## config.mk

```make
export PLATFORM = sky130hd
export DESIGN_NAME = tdm_demux_1x16
export DESIGN_NICKNAME = d
export VERILOG_FILES = /design/src/rtl/tdm_demux_1x16.sv
export SDC_FILE = /design/constraint.sdc
export NUM_CORES = 1
export LEC_CHECK = 0
export CORE_ASPECT_RATIO = 1.75
export CORE_MARGIN = 1.5
export CORE_UTILIZATION = 50
export DETAILED_ROUTE_END_ITERATION = 10
export PLACE_DENSITY = 0.75
export SKIP_CTS_REPAIR_TIMING = 1
export SYNTH_ARGS = -nofsm -noshare
export SYNTH_HDL_FRONTEND = slang
export SYNTH_SLANG_ARGS = --single-unit
```

## constraint.sdc

```tcl
create_clock -name clk -period 3.2 [get_ports clk]
set_clock_uncertainty 0.15 [all_clocks]
set_input_delay 0.96 -clock clk [delete_from_list [all_inputs] [get_ports clk]]
set_output_delay 0.96 -clock clk [all_outputs]
set_load 0.03 [all_outputs]
```

## src/rtl/tdm_demux_1x16.sv

```systemverilog
// Reassembles a channel-scanned serial stream into 16-bit frames with sync tracking.
// Optional even-parity 17th bit per frame is enabled by defining DEMUX_PARITY_EN.
module tdm_demux_1x16 (
    input  logic        clk,
    input  logic        rst_n,
    input  logic        in_valid,
    input  logic        in_bit,
    input  logic        in_sync,
    output logic [3:0]  ch_idx,
    output logic [15:0] out_word,
    output logic        out_valid,
    input  logic        out_ready,
    output logic        sync_err,
    output logic        overrun,
    output logic        parity_err,
    input  logic        clr_err
);

    localparam int unsigned NCH = 16;
`ifdef DEMUX_PARITY_EN
    localparam int unsigned CNT_W    = 5;
    localparam int unsigned LAST_POS = 16;
`else
    localparam int unsigned CNT_W    = 4;
    localparam int unsigned LAST_POS = 15;
`endif

    typedef enum logic [1:0] {
        HUNT  = 2'd0,
        RECV  = 2'd1,
        ALIGN = 2'd2
    } state_t;

    state_t             state_q, state_d;
    logic [CNT_W-1:0]   count_q, count_d;
    logic [NCH-1:0]     asm_q, asm_d;
    logic [NCH-1:0]     out_word_q, out_word_d;
    logic               out_valid_q, out_valid_d;
    logic               sync_err_q, sync_err_d;
    logic               overrun_q, overrun_d;
    logic               sync_ev, ovr_ev, frame_done;
    logic [NCH-1:0]     frame_word;
`ifdef DEMUX_PARITY_EN
    logic               parity_err_q, parity_err_d;
    logic               par_ev;
`endif

    // State and datapath registers
    always_ff @(posedge clk or negedge rst_n) begin
        if (!rst_n) begin
            state_q      <= HUNT;
            count_q      <= '0;
            asm_q        <= '0;
            out_word_q   <= '0;
            out_valid_q  <= 1'b0;
            sync_err_q   <= 1'b0;
            overrun_q    <= 1'b0;
`ifdef DEMUX_PARITY_EN
            parity_err_q <= 1'b0;
`endif
        end else begin
            state_q      <= state_d;
            count_q      <= count_d;
            asm_q        <= asm_d;
            out_word_q   <= out_word_d;
            out_valid_q  <= out_valid_d;
            sync_err_q   <= sync_err_d;
            overrun_q    <= overrun_d;
`ifdef DEMUX_PARITY_EN
            parity_err_q <= parity_err_d;
`endif
        end
    end

    // Next-state, frame assembly, output handshake and sticky flags
    always_comb begin
        state_d     = state_q;
        count_d     = count_q;
        asm_d       = asm_q;
        out_word_d  = out_word_q;
        out_valid_d = out_valid_q & ~out_ready;
        sync_ev     = 1'b0;
        ovr_ev      = 1'b0;
        frame_done  = 1'b0;
        frame_word  = asm_q;
`ifdef DEMUX_PARITY_EN
        par_ev      = 1'b0;
`endif

        case (state_q)
            HUNT: begin
                if (in_valid && in_sync) begin
                    asm_d   = NCH'(in_bit);
                    count_d = CNT_W'(1);
                    state_d = RECV;
                end
            end
            RECV: begin
                if (in_valid) begin
                    if (in_sync) begin
                        // Early sync: drop the partial frame and restart at channel 0
                        sync_ev = 1'b1;
                        asm_d   = NCH'(in_bit);
                        count_d = CNT_W'(1);
                    end else if (count_q == CNT_W'(LAST_POS)) begin
                        count_d = '0;
                        state_d = ALIGN;
`ifdef DEMUX_PARITY_EN
                        frame_word = asm_q;
                        if (^{asm_q, in_bit}) begin
                            par_ev = 1'b1;
                        end else begin
                            frame_done = 1'b1;
                        end
`else
                        frame_word = {in_bit, asm_q[NCH-2:0]};
                        frame_done = 1'b1;
`endif
                    end else begin
                        asm_d[count_q[3:0]] = in_bit;
                        count_d             = count_q + CNT_W'(1);
                    end
                end
            end
            ALIGN: begin
                if (in_valid) begin
                    if (in_sync) begin
                        asm_d   = NCH'(in_bit);
                        count_d = CNT_W'(1);
                        state_d = RECV;
                    end else begin
                        sync_ev = 1'b1;
                        state_d = HUNT;
                    end
                end
            end
            default: begin
                state_d = HUNT;
                count_d = '0;
            end
        endcase

        // A frame may load if the slot is empty or being consumed this cycle
        if (frame_done) begin
            if (!out_valid_q || out_ready) begin
                out_word_d  = frame_word;
                out_valid_d = 1'b1;
            end else begin
                ovr_ev = 1'b1;
            end
        end

        sync_err_d   = sync_ev | (sync_err_q & ~clr_err);
        overrun_d    = ovr_ev  | (overrun_q  & ~clr_err);
`ifdef DEMUX_PARITY_EN
        parity_err_d = par_ev  | (parity_err_q & ~clr_err);
`endif
    end

    assign ch_idx    = count_q[3:0];
    assign out_word  = out_word_q;
    assign out_valid = out_valid_q;
    assign sync_err  = sync_err_q;
    assign overrun   = overrun_q;
`ifdef DEMUX_PARITY_EN
    assign parity_err = parity_err_q;
`else
    assign parity_err = 1'b0;
`endif

endmodule

```

# After elaboration in Yosys (flattened, before gate mapping)
# Index checks and enable logic that the tools add are counted.
[word_totals]
word_cells = 78
ff_bits = 41
[classes]
mux = 41
n_eq_ne = 10
add_sub_neg = 1
bitwise = 7
order_cmp = 2
n_reduce_logical = 10
[op_table]
columns = ["op", "count"]
rows = [
  ["two-way mux 16 bit", 10],
  ["one-hot mux 16 bit (3 select lines)", 1],
  ["two-way mux 4 bit", 6],
  ["bitwise mux 16 bit", 1],
  ["two-way mux 1 bit", 14],
  ["!= test 2 bit (second input constant)", 6],
  ["one-hot mux 4 bit (3 select lines)", 1],
  ["two-way mux 2 bit", 5],
  ["one-hot mux 2 bit (3 select lines)", 1],
  ["AND reduction 6 bit", 1],
  ["< comparator 4 x 5 -> 1 bit (second input constant)", 1],
  ["AND reduction 5 bit", 1],
  ["adder 4 x 1 -> 4 bit (second input constant)", 1],
  ["demux 1 bit (select 4 bit)", 1],
  ["== test 4 bit (second input constant)", 1],
  [">= comparator 4 x 1 -> 1 bit (second input constant)", 1],
  ["AND reduction 4 bit", 1],
  ["AND 1 bit", 3],
  ["!= test 3 bit (second input constant)", 1],
  ["nonzero test 3 bit", 1],
  ["== test 2 x 1 -> 1 bit (second input constant)", 1],
  ["== test 2 bit (second input constant)", 1],
  ["logical AND 1 bit", 2],
  ["zero test 2 bit", 1],
  ["other kinds (6)", 8],
]

# Longest topological paths before layout
[depth]
ltp_word = 9
depth_mapped = 10

# Worst setup path before layout
# Ideal clock, no wire load.
[synth_path]
kind = "input-to-reg"
from = "input port in_sync"
to = "register out_word_q[0] (netlist: out_word[0])"
setup_time_ns = 0.125
path_slack_ns = 0.678
arrival_ns = 2.247
stages = 7
cell_sequence = "nand2b_4 buf_6 or3_4 nor2b_2 buf_6 buf_12 mux2_4"
[synth_via]
elab_chain_cells = 4
elab_cells_between_ends = 7
[synth_lines]
columns = ["item", "line_no", "source"]
rows = [
  ["start, declared", "8", "input logic in_sync,"],
  ["two-way mux 1 bit", "100", "if (in_sync) begin"],
  ["two-way mux 1 bit", "99", "if (in_valid) begin"],
  ["two-way mux 1 bit", "90", "case (state_q)"],
  ["AND reduction 2 bit (no source line)", "--", ""],
  ["end signal, assigned", "65", "out_word_q <= out_word_d;"],
  ["end, declared", "37", "logic [NCH-1:0] out_word_q, out_word_d;"],
]
# Parallel ways exist; a longest one is shown, timed or not.
# A chain may end at the register's enable or synchronous reset.

# Worst setup path in the final report
[layout_path]
from = "register count_q[2] (netlist: ch_idx[2])"
to = "output port ch_idx[2]"
[layout_rtl]
columns = ["item", "line_no", "source"]
rows = [
  ["start, declared", "35", "logic [CNT_W-1:0] count_q, count_d;"],
  ["start signal, assigned", "63", "count_q <= count_d;"],
  ["end, declared", "9", "output logic [3:0] ch_idx,"],
]
# No word-level cell between the ends.

==> results.yml <==
outcome:
  status: "complete, no violations"
power_and_ir_drop:
  switching_share_pct: 34.0
  clockPowerShare_pct: 27.7
  power_w: 0.00145
  p_per_area_nw_per_um2: 586
  ir_drop_mv: 0.415
  power_leakage_nw: 1.15
  p_seq_share_pct: 40.0
  combPwrFrac_pct: 32.3
  p_int_w: 0.000956
  p_sw_w: 0.000493
yosys:
  synthDistinctLibCells: 40
  synth.top_cells.by_count: "40 x dfrtp_1, 35 x o21ai_0, 18 x a21oi_1"
  synth_area_leaders: "dfrtp_1 49%, o21ai_0 8.5%, mux2_4 7.3%"
  syn_avg_cell_area_um2: 11.0
  synth_compound_area_share_pct: 17.6
  synth_top_family_by_area: "compound AO/OA/AOI/OAI gates"
  synthMuxAreaShare_pct: 12.2
  synth_largest_area_cell: "dfrtp_1"
  synth-edff-count: 0
  synth_top_flop_cell: "dfrtp_1"
  ys_ff_latch: 40
  synth_most_common_cell: "dfrtp_1"
  synthAdderAreaFrac_pct: 5.46
  async_flop_share_pct: 100
  ys_warn_count: 0
  netlist_area_um2: 2060
  yosys.area_share.simple_pct: 9.89
  yosysTopAreaCellShare_pct: 48.5
  yosysSeqAreaShare_pct: 48.5
  synth_xor_area_share_pct: 0.425
  synth_nets: 204
  syn_inst: 188
global_routing:
  grt_max_degree: 41
  grt_pass1_wl_um: 7240
  grt_pass1_vias: 1597
  grt_overflow_total: 0
  grt.total_usage_pct: 21.2
  grt_antenna_before_repair: 0
finish:
  nets: 233
  drive_above_1_share_pct: 17.9
  antennaDiodeCount: 0
  syn2layout_area_growth_pct: 20.0
floorplan:
  start_util_pct: 52.8
  core_um2: 3900
  chipWidth_um: 51.5
  ios: 31
  die_area_um2: 4530
  row_count: 30
  die_h_um: 88.0
critical_path:
  crit_path_max_fanout: 13
  path_buf_inv: 1
  crit_arrival_ns: 1.58
  path_class: "reg2out"
  cp_cell_sequence: "clkdlybuf4s50_1"
  r2r_start: "ch_idx[0]"
  critPathSlowestCell: "clkdlybuf4s50_1"
  cp_data_required_time_ns: 2.09
  worstSetupStartpointType: "register"
  cp_slowest_stage_delay_ns: 0.74
  crit_start: "ch_idx[2]"
  crit_family: "buffers and inverters"
  crit_path_end_kind: "output pin"
detailed_routing:
  drcViolationCount: 0
  ant_nets: 0
  drt_iter0_drc: 48
  wirelength_um: 4260
  via_per_inst: 5.75
  drt-wirelength-per-cell_um: 16.0
  drtPass1Iterations: 4
  vias: 1529
sta:
  fin_tns_setup_ns: 0
  period_needed_ns: 2.69
  fin_ws_ns: 0.509
  fmax_mhz: 372
  slew-limit-headroom_pct: 41.8
  final-hold-violation-count: 0
  finalSetupViolCount: 0
  finalMaxSlewViolations: 0
  finalCritPeriodShare_pct: 84.1
  tightest_slew_ns: 0.874
  rsz0062_at_grt: "no"
min_path:
  hp-class: "reg2reg"
  hold_path.startpoint: "asm_q[7]"
cts:
  cts_buffers: 5
  clk_latency_ns: 0.29
  clock_sinks: 40
  cts_buffer_depth: 2
  htreeDepth: 2
  clk_pin_slew_ns: 0.08
  root_buffer: "clkbuf_8"
  cts_tree: "done"
placement:
  hpwl_um: 3120
  pre_cts_ws_ns: 0.302
  gp_congestion: 0.863
  portBuffers: 29
flow_run:
  max_cap_viol_count: 0
## routing by layer
metal	track usage [%]	wire length (µm)
met3	3.58	166
met2	38.2	2430
met4	12.7	138
met5	0	0
met1	22.5	1530
## state kept, by name, indices dropped and copies added (netlist names)
| signal | flops |
|---|---|
| out_word | 16 |
| sync_err | 1 |
| ch_idx | 4 |
| out_valid | 1 |
| state_q | 2 |
| overrun | 1 |
| asm_q | 15 |
## power groups by stage
stage          sequential, W  combinational [W]  clock, W
6_report            0.000580           0.000468  0.000402
5_1_grt             0.000586           0.000514  0.000431
4_1_cts             0.000580           0.000463  0.000410
3_5_place_dp        0.000590           0.000454         0
3_3_place_gp        0.000588           0.000436         0
2_1_floorplan       0.000612           0.000315         0
## through the flow
stage          hold slack (ns)  cell area, µm²  utilization (%)  instances
2_1_floorplan            0.315            2060                -        188
5_1_grt                  0.377            2470             63.4        266
3_3_place_gp             0.338            2370             60.6        258
6_report                 0.354            2470             63.4        266
4_1_cts                  0.360            2470             63.4        266
3_5_place_dp             0.342            2370             60.6        258
## layout make-up
cell class | instances | area, µm²
clock buffers | 6 | 72.6
repair buffers | 34 | 335
multi-input cells | 129 | 943
clock inverters | 2 | 35.0
fillers | 337 | 1430
well taps | 48 | 60.1
inverters | 7 | 26.3
flip-flops and latches | 40 | 1000
## path summary, 6_finish.rpt
kind / to / slack, ns / cells after the start
min: out_word[7] / 0.35 / 1
max reg2reg: out_word[11] / 0.85 / 6
min in group asynchronous: asm_q[2] / 0.63 / 1
max in group asynchronous: out_word[11] / 1.72 / 1
min reg2reg: out_word[7] / 0.35 / 1
max: ch_idx[2] / 0.51 / 1
## cell families after synthesis
kind of cell	after synthesis
and+or+nand+nor	35
AOI/OAI and AO/OA	64
xor gates and xnor gates	1
DFF	40
buffers and inverters	19
muxes	19
other	1
adders and majority gates	9
## cells in the final DEF (no fill, tap or decap), types with 2 or more instances in the layout
cell / instances
buf_4: 4
dfrtp_1: 40
a21oi_1: 18
ha_1: 9
or2b_1: 2
or2_2: 2
clkbuf_8: 5
nor2_1: 8
mux2_2: 9
nand2b_1: 2
clkdlybuf4s50_1: 28
o21ai_0: 35
inv_1: 7
nor2b_1: 3
mux2_4: 10
nand2_1: 6
nand3_1: 4
No activity file was read; power rests on OpenSTA's default activity.
